### config.mk
export PLATFORM = sky130hd
export DESIGN_NAME = player_move_ctrl
export DESIGN_NICKNAME = d
export VERILOG_FILES = /design/src/rtl/player_move_ctrl.sv
export SDC_FILE = /design/constraint.sdc
export NUM_CORES = 1
export LEC_CHECK = 0
export CORE_MARGIN = 8
export CORE_UTILIZATION = 55
export CTS_CLUSTER_SIZE = 28
export DETAILED_ROUTE_END_ITERATION = 7
export PLACE_DENSITY = 0.87
export SYNTH_ARGS = -nofsm -noshare
export SYNTH_HDL_FRONTEND = slang
export SYNTH_SLANG_ARGS = --single-unit
### constraint.sdc
create_clock -name clk -period 3 [get_ports clk]
set_clock_uncertainty 0.1 [all_clocks]
set_input_delay 0.6 -clock clk [delete_from_list [all_inputs] [get_ports clk]]
set_output_delay 0.6 -clock clk [all_outputs]
set_load 0.01 [all_outputs]
### src/rtl/player_move_ctrl.sv
`default_nettype none
// ============================================================================
// Module  : player_move_ctrl
// Brief   : Direction-key arbiter (last-pressed wins) and speed power-up
//           level scheduler with per-level frame decay timer.
// Revision: 1.0 - initial release
// ============================================================================
module player_move_ctrl #(
    parameter int BOOST_FRAMES = 300,
    parameter int MAX_LEVEL    = 2,
    parameter int TIMER_W      = 10
) (
    input  logic               clk,
    input  logic               resetN,
    input  logic               startOfFrame,
    input  logic               game_on,
    input  logic               player_dead,
    input  logic               key_up,
    input  logic               key_down,
    input  logic               key_left,
    input  logic               key_right,
    input  logic               speed_pickup,
    output logic               up_direction_key,
    output logic               down_direction_key,
    output logic               left_direction_key,
    output logic               right_direction_key,
    output logic [1:0]         speed_level,
    output logic [TIMER_W-1:0] boost_frames_left
);

    typedef enum logic [0:0] {
        ST_IDLE = 1'b0,
        ST_RUN  = 1'b1
    } state_t;

    localparam logic [1:0]         c_max_level = 2'(MAX_LEVEL);
    localparam logic [TIMER_W-1:0] c_boost     = TIMER_W'(BOOST_FRAMES);

    state_t             r_state;
    logic [3:0]         r_key_d;
    logic [3:0]         r_last;        // one-hot {up,down,left,right}; 0 = NONE
    logic [1:0]         r_level;
    logic [TIMER_W-1:0] r_timer;

    logic [3:0]         w_keys;
    logic [3:0]         w_rise;
    logic [3:0]         w_last_nxt;
    logic [1:0]         w_level_nxt;
    logic [TIMER_W-1:0] w_timer_nxt;

    assign w_keys = {key_up, key_down, key_left, key_right};
    assign w_rise = w_keys & ~r_key_d;

    function automatic logic [3:0] f_pick(input logic [3:0] v);
        if (v[3])      return 4'b1000;
        else if (v[2]) return 4'b0100;
        else if (v[1]) return 4'b0010;
        else if (v[0]) return 4'b0001;
        else           return 4'b0000;
    endfunction

    always_comb begin
        w_last_nxt = 4'b0000;
        if (|w_rise)
            w_last_nxt = f_pick(w_rise);
        else if (|(r_last & w_keys))
            w_last_nxt = r_last;
        else
            w_last_nxt = f_pick(w_keys);
    end

    // Death beats pickup, pickup beats frame decay.
    always_comb begin
        w_level_nxt = r_level;
        w_timer_nxt = r_timer;
        if (player_dead) begin
            w_level_nxt = 2'd0;
            w_timer_nxt = '0;
        end else if (speed_pickup) begin
            w_level_nxt = (r_level >= c_max_level) ? c_max_level : r_level + 2'd1;
            w_timer_nxt = c_boost;
        end else if (startOfFrame && (r_level != 2'd0)) begin
            if (r_timer > TIMER_W'(1)) begin
                w_timer_nxt = r_timer - TIMER_W'(1);
            end else begin
                w_level_nxt = r_level - 2'd1;
                w_timer_nxt = (r_level > 2'd1) ? c_boost : '0;
            end
        end
    end

    always_ff @(posedge clk or negedge resetN) begin
        if (!resetN) begin
            r_state <= ST_IDLE;
            r_key_d <= 4'b0000;
            r_last  <= 4'b0000;
            r_level <= 2'd0;
            r_timer <= '0;
        end else begin
            r_key_d <= w_keys;
            case (r_state)
                ST_IDLE: begin
                    r_last  <= 4'b0000;
                    r_level <= 2'd0;
                    r_timer <= '0;
                    if (game_on)
                        r_state <= ST_RUN;
                end
                ST_RUN: begin
                    if (!game_on) begin
                        r_state <= ST_IDLE;
                        r_last  <= 4'b0000;
                        r_level <= 2'd0;
                        r_timer <= '0;
                    end else begin
                        r_last  <= w_last_nxt;
                        r_level <= w_level_nxt;
                        r_timer <= w_timer_nxt;
                    end
                end
                default: r_state <= ST_IDLE;
            endcase
        end
    end

    assign up_direction_key    = r_last[3];
    assign down_direction_key  = r_last[2];
    assign left_direction_key  = r_last[1];
    assign right_direction_key = r_last[0];
    assign speed_level         = r_level;
    assign boost_frames_left   = r_timer;

endmodule
`default_nettype wire
# [After elaboration in Yosys (flattened, before gate mapping)]
# Index checks and enable logic that the tools add are counted.
[word_totals] reg_bits=21 output_inout_bits=16 wordCells=50
[classes] n_lt_le_gt_ge=3 bitwise_logic=4 mux=27 reduce_logical=5 eq_ne=3 n_addsub=3
[ops] operator="10-bit two-way mux" count=5
[ops] operator="4-bit two-way mux" count=5
[ops] operator="10-bit case mux with 2 select lines" count=1
[ops] operator="2-bit two-way mux" count=8
[ops] operator="10-bit by 1-bit greater-than comparator with 1-bit output, second input constant" count=1
[ops] operator="10-bit by 1-bit subtractor with 10-bit output, second input constant" count=1
[ops] operator="9-bit two-way mux" count=1
[ops] operator="4-bit AND" count=2
[ops] operator="4-bit case mux with 2 select lines" count=1
[ops] operator="4-bit OR reduction" count=2
[ops] operator="3-bit two-way mux" count=2
[ops] operator="5-bit by 4-bit inequality test with 1-bit output, second input constant" count=1
[ops] operator="5-bit inequality test, second input constant" count=1
[ops] operator="4-bit inequality test, second input constant" count=1
[ops] operator="4-bit NOT" count=1
[ops] operator="2-bit case mux with 2 select lines" count=1
[ops] operator="1-bit two-way mux" count=3
[ops] operator="2-bit by 1-bit adder with 2-bit output, second input constant" count=1
[ops] operator="2-bit >= comparator, second input constant" count=1
[ops] operator="2-bit by 1-bit greater-than comparator with 1-bit output, second input constant" count=1
[ops] operator="2-bit AND reduction" count=1
[ops] operator="2-bit nonzero test" count=1
[ops] operator="2-bit by 1-bit subtractor with 2-bit output, second input constant" count=1
[ops] operator="1-bit logical AND" count=1
[ops] operator="1-bit NOT" count=1

# [Logic depth before layout (Yosys ltp)]
# Gate-level depths: netlist (run 1).
[depth] depth_word=9 mapped_depth=7 mapped_depth_nobuf=6

# [Worst setup path before layout (run 1)]
# OpenSTA, ideal clock, no wires.
[synth_timing] path_kind="register to register" from="register r_level[0] (netlist: speed_level[0])" to="register r_timer[9] (netlist: boost_frames_left[9])" period_less_slack_ns=1.966 arrival_ns=1.788 setup_time_ns=0.077 path_stages_with_launch=8 setup_slack_ns=1.034 path_cell_list="dfrtp_1 > inv_1 > ha_1 > nor2b_1 > clkbuf_1 > o211ai_1 > or3_1 > a21oi_1"
[synth_via] elab_chain_len=3
[synth_lines] element="from (decl)" line_no="42" source="logic [1:0] r_level;"
[synth_lines] element="from (signal assigned)" line_no="117" source="r_level <= w_level_nxt;"
[synth_lines] element="2-bit nonzero test" line_no="82" source="end else if (startOfFrame && (r_level != 2'd0)) begin"
[synth_lines] element="1-bit logical AND" line_no="82"
[synth_lines] element="5-bit by 4-bit inequality test with 1-bit output (no line)"
[synth_lines] element="to (signal assigned)" line_no="118" source="r_timer <= w_timer_nxt;"
[synth_lines] element="to (decl)" line_no="43" source="logic [TIMER_W-1:0] r_timer;"
# No other way between the ends.
# A chain may end at the register's enable or synchronous reset.

# [Final worst setup path (run 1)]
[layout_timing] from="register r_timer[2] (netlist: boost_frames_left[2])" to="output boost_frames_left[2]"
[layout_lines] element="to (decl)" line_no="28" source="output logic [TIMER_W-1:0] boost_frames_left"
# No word-level cell between the ends.

==> results of run 1 <==
placed cells by master, fill, tap and decap left out, types with 2 or more instances in the layout:
master / netlist / routed
nor2_1: 10 / 10
buf_4: 0 / 2
o211ai_1: 2 / 2
o2111ai_1: 3 / 3
or3_1: 3 / 3
o21ai_0: 5 / 5
dfrtp_1: 21 / 21
nor3_1: 2 / 2
mux2i_1: 2 / 2
a22oi_1: 3 / 3
o22ai_1: 2 / 2
o31ai_1: 2 / 2
ha_1: 5 / 5
and2_1: 2 / 2
nand4_1: 4 / 4
nand3_1: 10 / 10
clkbuf_4: 0 / 3
clkdlybuf4s50_1: 0 / 25
nand2_1: 13 / 13
a31oi_1: 2 / 2
nand2b_1: 7 / 7
inv_1: 8 / 8
a21oi_1: 13 / 13
area by class of cell:
type                       count  share of cell area, %
multi-input combinational    113                   45.6
sequential                    21                   32.4
timing repair buffer          27                   16.3
tap                           28                   2.16
inverter                       8                   1.85
clock buffer                   3                   1.39
clock inverter                 1                  0.308
registers in the layout, indices dropped and copies added (netlist names):
name               flops
speed_level            2
boost_frames_left     10
r_last                 4
r_state                1
r_key_d                4
report_power, final:
part,internal (mW),switching (mW),leakage [nW],total (mW)
clock network,0.0497,0.0908,0.0177,0.141
registers,0.290,0.00678,0.280,0.297
logic,0.0384,0.0473,0.363,0.0857
total,0.378,0.145,0.661,0.523
Yosys cell counts, types with 2 or more instances:
cell type,count
a31oi_1,2
nand2b_1,7
o211ai_1,2
nor3_1,2
mux2i_1,2
nand3_1,10
clkbuf_1,3
o2111ai_1,3
o22ai_1,2
inv_1,8
nor2_1,10
and2_1,2
o31ai_1,2
a22oi_1,3
o21ai_0,5
ha_1,5
nand4_1,4
or3_1,3
nand2_1,13
a21oi_1,13
dfrtp_1,21
metal layers:
layer  share of wire (%)  global-route usage [%]  up-vias
met2                  46                    25.0       54
li1                    -                       -      599
met5                   0                       0        -
met3                  10                    5.67        4
met1                  42                    20.5      592
met4                0.83                    5.18        0
stage by stage:
step / setup slack, ns / util [%] / cell area, um^2 / hold WS [ns] / instances
final: 0.855 / 72.7 / 1620 / 0.472 / 201
after floorplan: 1.03 / - / 1320 / 0.204 / 147
after global placement: 0.690 / 71.4 / 1600 / 0.433 / 197
after detailed placement: 0.639 / 71.4 / 1600 / 0.457 / 197
after CTS: 0.859 / 72.7 / 1620 / 0.475 / 201
after global routing: 0.798 / 72.7 / 1620 / 0.501 / 201
worst paths after layout:
path                                      start              endpoint  slack, ns
max                        boost_frames_left[2]  boost_frames_left[2]       0.85
min                        boost_frames_left[9]  boost_frames_left[9]       0.47
max reg2reg                boost_frames_left[0]        speed_level[1]       0.98
min reg2reg                boost_frames_left[9]  boost_frames_left[9]       0.47
max in group asynchronous                resetN  boost_frames_left[5]       2.06
min in group asynchronous                resetN  boost_frames_left[8]       0.51
cells by family (layout without fill, tap and decap cells):
| kind of cell | count (synthesis) | after routing | share of synthesized area, % |
|---|---|---|---|
| buffers and inverters | 13 | 39 | 4.26 |
| XOR/XNOR | 2 | 2 | 1.33 |
| AO/OA/AOI/OAI | 42 | 42 | 21.4 |
| adder cells (fa/ha/maj) | 5 | 5 | 4.73 |
| flip-flops | 21 | 21 | 39.8 |
| AND/OR/NAND/NOR | 62 | 62 | 27.0 |
| multiplexers | 2 | 2 | 1.52 |
tightest hold or removal path: stages, from the launching register on:
cell and delay (ns):
dfrtp_1 0.43, nand2_1 0.07, a21oi_1 0.05
==> results.yml, run 1 <==
die:
  initial_core_util_pct: 59.2
  core_mm2: 0.00223
  rows: 17
  dieArea_mm2: 0.00423
  ios: 26
  die-width_um: 65.0
  die_h_um: 65.0
logic_synthesis:
  synth_area_mm2: 0.00132
  synth_warnings: 0
  synthDistinctLibCells: 46
  synth_area_leaders: "dfrtp_1 (40%), a21oi_1 (4.9%), ha_1 (4.7%)"
  ys.flop_type: "dfrtp_1"
  ys_seq_area_share_pct: 39.8
  yosys.area.top_type_share_pct: 39.8
  synth_edf_count: 0
  synth-seq-cells: 21
  synth_cells: 147
  async_flop_share_pct: 100
  synth_fp_nets: 162
  syn-mean-instance-area_um2: 8.99
  yosys.area.top_type: "dfrtp_1"
critical_path:
  crit_family: "buffers and inverters"
  crit_chain: "clkdlybuf4s50_1"
  cp.buffers_inverters: 1
  cp_slowest_stage_delay_ns: 0.60
  crit_required_ns: 2.30
  start_kind: "flip-flop"
  cpMaxStageDelayCell: "clkdlybuf4s50_1"
  cp_data_arrival_time_ns: 1.45
  worstRegToRegCells: 6
  cp-end-kind: "primary output"
  worstPathMaxFanout: 8
  cp_num_cells: 1
  critical_path_class: "reg2out"
hold_path:
  hp-class: "reg2reg"
  hold_depth: 2
cts:
  cts_setup_buffers: 0
  cts_max_path_buffers: 2
  clock-root-buffer: "clkbuf_4"
  clk_latency_ns: 0.31
  cts_tree: "done"
  numCtsBuffers: 3
  hold_buffers: 0
  clkTransAtPathRegs_ns: 0.13
  h-tree-depth: 1
  cts-resized-gates: 0
  cts_num_sinks: 21
drt:
  routedWlPerCell_um: 16.3
  ant_nets: 0
  viasPerCell: 6.21
  wl_mm: 3.27
  firstDrtPassIters: 4
  drc: 0
  vias: 1249
  dr.first_iter.drc_count: 91
global_routing:
  grt_pass1_vias: 1206
  grt_max_degree: 22
  grt_pass1_wl_mm: 5.57
  antenna_found_initial: 0
  grt_overflow: 0
  track_usage_pct: 16.1
final_layout:
  insertedDiodeCount: 0
  n_fill_cell: 181
  area_delta_synth_final_pct: 22.8
  layout-drive-gt1-share_pct: 7.51
  fin_nets: 189
  final-seq-area_um2: 526
  multiInputGateArea_um2: 739
sta:
  worst_pin_slew_ns: 0.531
  rsz0062_at_grt: "false"
  timing.fmax_ghz: 0.466
  slew_headroom_pct: 64.3
  fin_crit_sh_pct: 71.5
  post-route-min-period_ns: 2.15
  setup_violations: 0
  tns_ns: 0
  drv_slew: 0
  hold_viol: 0
job:
  maxCapViolations: 0
power_and_ir_drop:
  ir_drop_uv: 215
  powerDensity_mw_per_mm2: 322
  p_leak_nw: 0.661
  p_total_mw: 0.523
place:
  port_buffers: 25
  globalplace.congestion: 0.903
  hpwl_mm: 2.51
outcome:
  outcome: "finished clean"
Power figures use the tool's default switching activity.
==> run 2: changes to the inputs <==
--- a/config.mk
+++ b/config.mk
@@ -6,10 +6,10 @@
 export NUM_CORES = 1
 export LEC_CHECK = 0
 export CORE_MARGIN = 8
-export CORE_UTILIZATION = 55
+export CORE_UTILIZATION = 46
 export CTS_CLUSTER_SIZE = 28
 export DETAILED_ROUTE_END_ITERATION = 7
-export PLACE_DENSITY = 0.87
+export PLACE_DENSITY = 0.78
 export SYNTH_ARGS = -nofsm -noshare
 export SYNTH_HDL_FRONTEND = slang
 export SYNTH_SLANG_ARGS = --single-unit
==> constraint.sdc (replaced) <==
create_clock -name clk -period 1.9 [get_ports clk]
set_clock_uncertainty 0.1 [all_clocks]
set_input_delay 0.38 -clock clk [delete_from_list [all_inputs] [get_ports clk]]
set_output_delay 0.38 -clock clk [all_outputs]
set_load 0.01 [all_outputs]
==> run 2 against run 1 <==
Final area increased by 9.2%. First-iteration DRC count increased by 23%. Combinational power rose by 80%. Global-route usage shrank 1.1 points. Final cell count grew 10%. Utilization is 7.9 points lower. Sequential share of layout area is 2.6 points lower. Non-clock buffer count is 18 higher. Routed wire length increased by 12%. Critical endpoint is now boost_frames_left[1]. Highest routed layer unchanged.
==> results.yml, run 2 (synthesis results as in run 1) <==
final_layout:
  area_delta_synth_final_pct: 34.1
  fin_nets: 207
  fin_area_mm2: 0.00177
  stdcell_count: 222
  final_util_pct: 64.8
  final-seq-area_um2: 528
  layout-drive-gt1-share_pct: 18.3
  most-common-layout-cells: "clkdlybuf4s50_1 (24), buf_4 (20), dfrtp_1 (19)"
  final_common_cell: "clkdlybuf4s50_1"
  multiInputGateArea_um2: 744
  n_fill_cell: 232
  insertedDiodeCount: 0
  largest_register_ffs: 10
power_and_ir_drop:
  intPower_mw: 0.609
  p_total_mw: 0.843
  clock_power_share_pct: 26.5
  combinationalPowerShare_pct: 18.2
  powerDensity_mw_per_mm2: 476
  ir_drop_uv: 283
  p_leak_nw: 0.763
  swShare_pct: 27.8
  seqPwrFrac_pct: 55.3
  switching_power_mw: 0.235
sta:
  slew_headroom_pct: 76.1
  worst_pin_slew_ns: 0.354
  setup_violations: 0
  hold_viol: 0
  post-route-min-period_ns: 1.86
  rsz0062_at_grt: "false"
  tns_ns: 0
  fin_crit_sh_pct: 97.7
  timing.fmax_ghz: 0.539
  drv_slew: 0
  hold_ws_ns: 0.294
  worst_slack_ns: 0.0437
cts:
  hold_buffers: 0
  cts_num_sinks: 21
  clock-root-buffer: "clkbuf_4"
  clkTransAtPathRegs_ns: 0.13
  numCtsBuffers: 3
  clk_latency_ns: 0.31
  h-tree-depth: 1
  cts_max_path_buffers: 2
  cts_tree: "done"
hold_path:
  hp-class: "in2async"
global_routing:
  grt_overflow: 0
  track_usage_pct: 15.0
  grt_pass1_wl_mm: 6.25
  grt.met3_usage_pct: 3.72
  use_met2_pct: 25.3
  antenna_found_initial: 0
  grt_max_degree: 22
  grt_pass1_vias: 1391
  gr-usage-met1_pct: 17.1
  top_usage_layer: "met2"
die:
  die-width_um: 69.6
  rows: 19
  ios: 26
  dieArea_mm2: 0.00484
  initial_core_util_pct: 48.3
  core_mm2: 0.00273
  die_h_um: 69.6
critical_path:
  worstPathMaxFanout: 4
  worstRegToRegCells: 6
  cp-end-kind: "primary output"
  start_kind: "flip-flop"
  rr_endpoint: "boost_frames_left[3]"
  reg2reg_from: "boost_frames_left[1]"
  cp_data_arrival_time_ns: 1.38
  ff2ff_setup_slack_ns: 0.10
  critical_path_class: "reg2out"
  crit_required_ns: 1.42
place:
  globalplace.congestion: 0.899
  hpwl_mm: 2.79
  post_dp_cell_area_mm2: 0.00170
  place_ws_ns: -0.0561
  placed_cells: 214
  port_buffers: 25
drt:
  firstDrtPassIters: 4
  dr.first_iter.drc_count: 112
  routedWlPerCell_um: 16.4
  vias: 1350
  viasPerCell: 6.08
  wl_mm: 3.65
  drc: 0
  ant_nets: 0
outcome:
  outcome: "finished clean"
job:
  maxCapViolations: 0
## run 2: changes by cell type in the layout (fill, tap and decap cells not counted), sizes merged
cell and change:
buf +18, clkdlybuf4s50 -1, dlymetal6s2s +1
## run 2: critical path, stage by stage, from the launching register on
cell	delay [ns]
dfrtp_1	0.40
buf_4	0.15
clkdlybuf4s50_1	0.53
## run 2: area by class of cell
type,instances,area share (%)
Multi-Input combinational cell,113,42.0
Sequential cell,21,29.8
Timing Repair Buffer,45,22.7
Tap cell,31,2.19
Inverter,8,1.69
Clock buffer,3,1.27
Clock inverter,1,0.282
## run 2: worst max-delay path by stage
stage	from	end	slack, ns	cells past startpoint
3_3_place_gp	startOfFrame	boost_frames_left[9]	-0.001	6
4_1_cts	boost_frames_left[5]	boost_frames_left[5]	0.0009	2
6_report	boost_frames_left[1]	boost_frames_left[1]	0.04	2
5_1_grt	boost_frames_left[1]	boost_frames_left[1]	0.004	2
2_1_floorplan	boost_frames_left[0]	speed_level[1]	0.02	7
3_5_place_dp	startOfFrame	boost_frames_left[9]	-0.06	6
## run 2: routing by layer
layer | routed length [um] | up-vias
li1 | - | 634
met2 | 1770 | 55
met3 | 243 | 14
met5 | 0 | -
met1 | 1500 | 647
met4 | 126 | 0
## run 2: what timing repair did
action | in CTS | in global routing
resized for setup | 1 | 4
setup endpoints to repair | 2 | 10
buffers inserted | 1 | 3
## run 2: power by group through the flow
stage | combinational (mW) | sequential, mW | clock [mW]
floorplan | 0.0719 | 0.477 | 0
global placement | 0.144 | 0.475 | 0
detailed placement | 0.150 | 0.476 | 0
CTS | 0.152 | 0.467 | 0.228
global route | 0.169 | 0.469 | 0.241
finish | 0.154 | 0.467 | 0.223
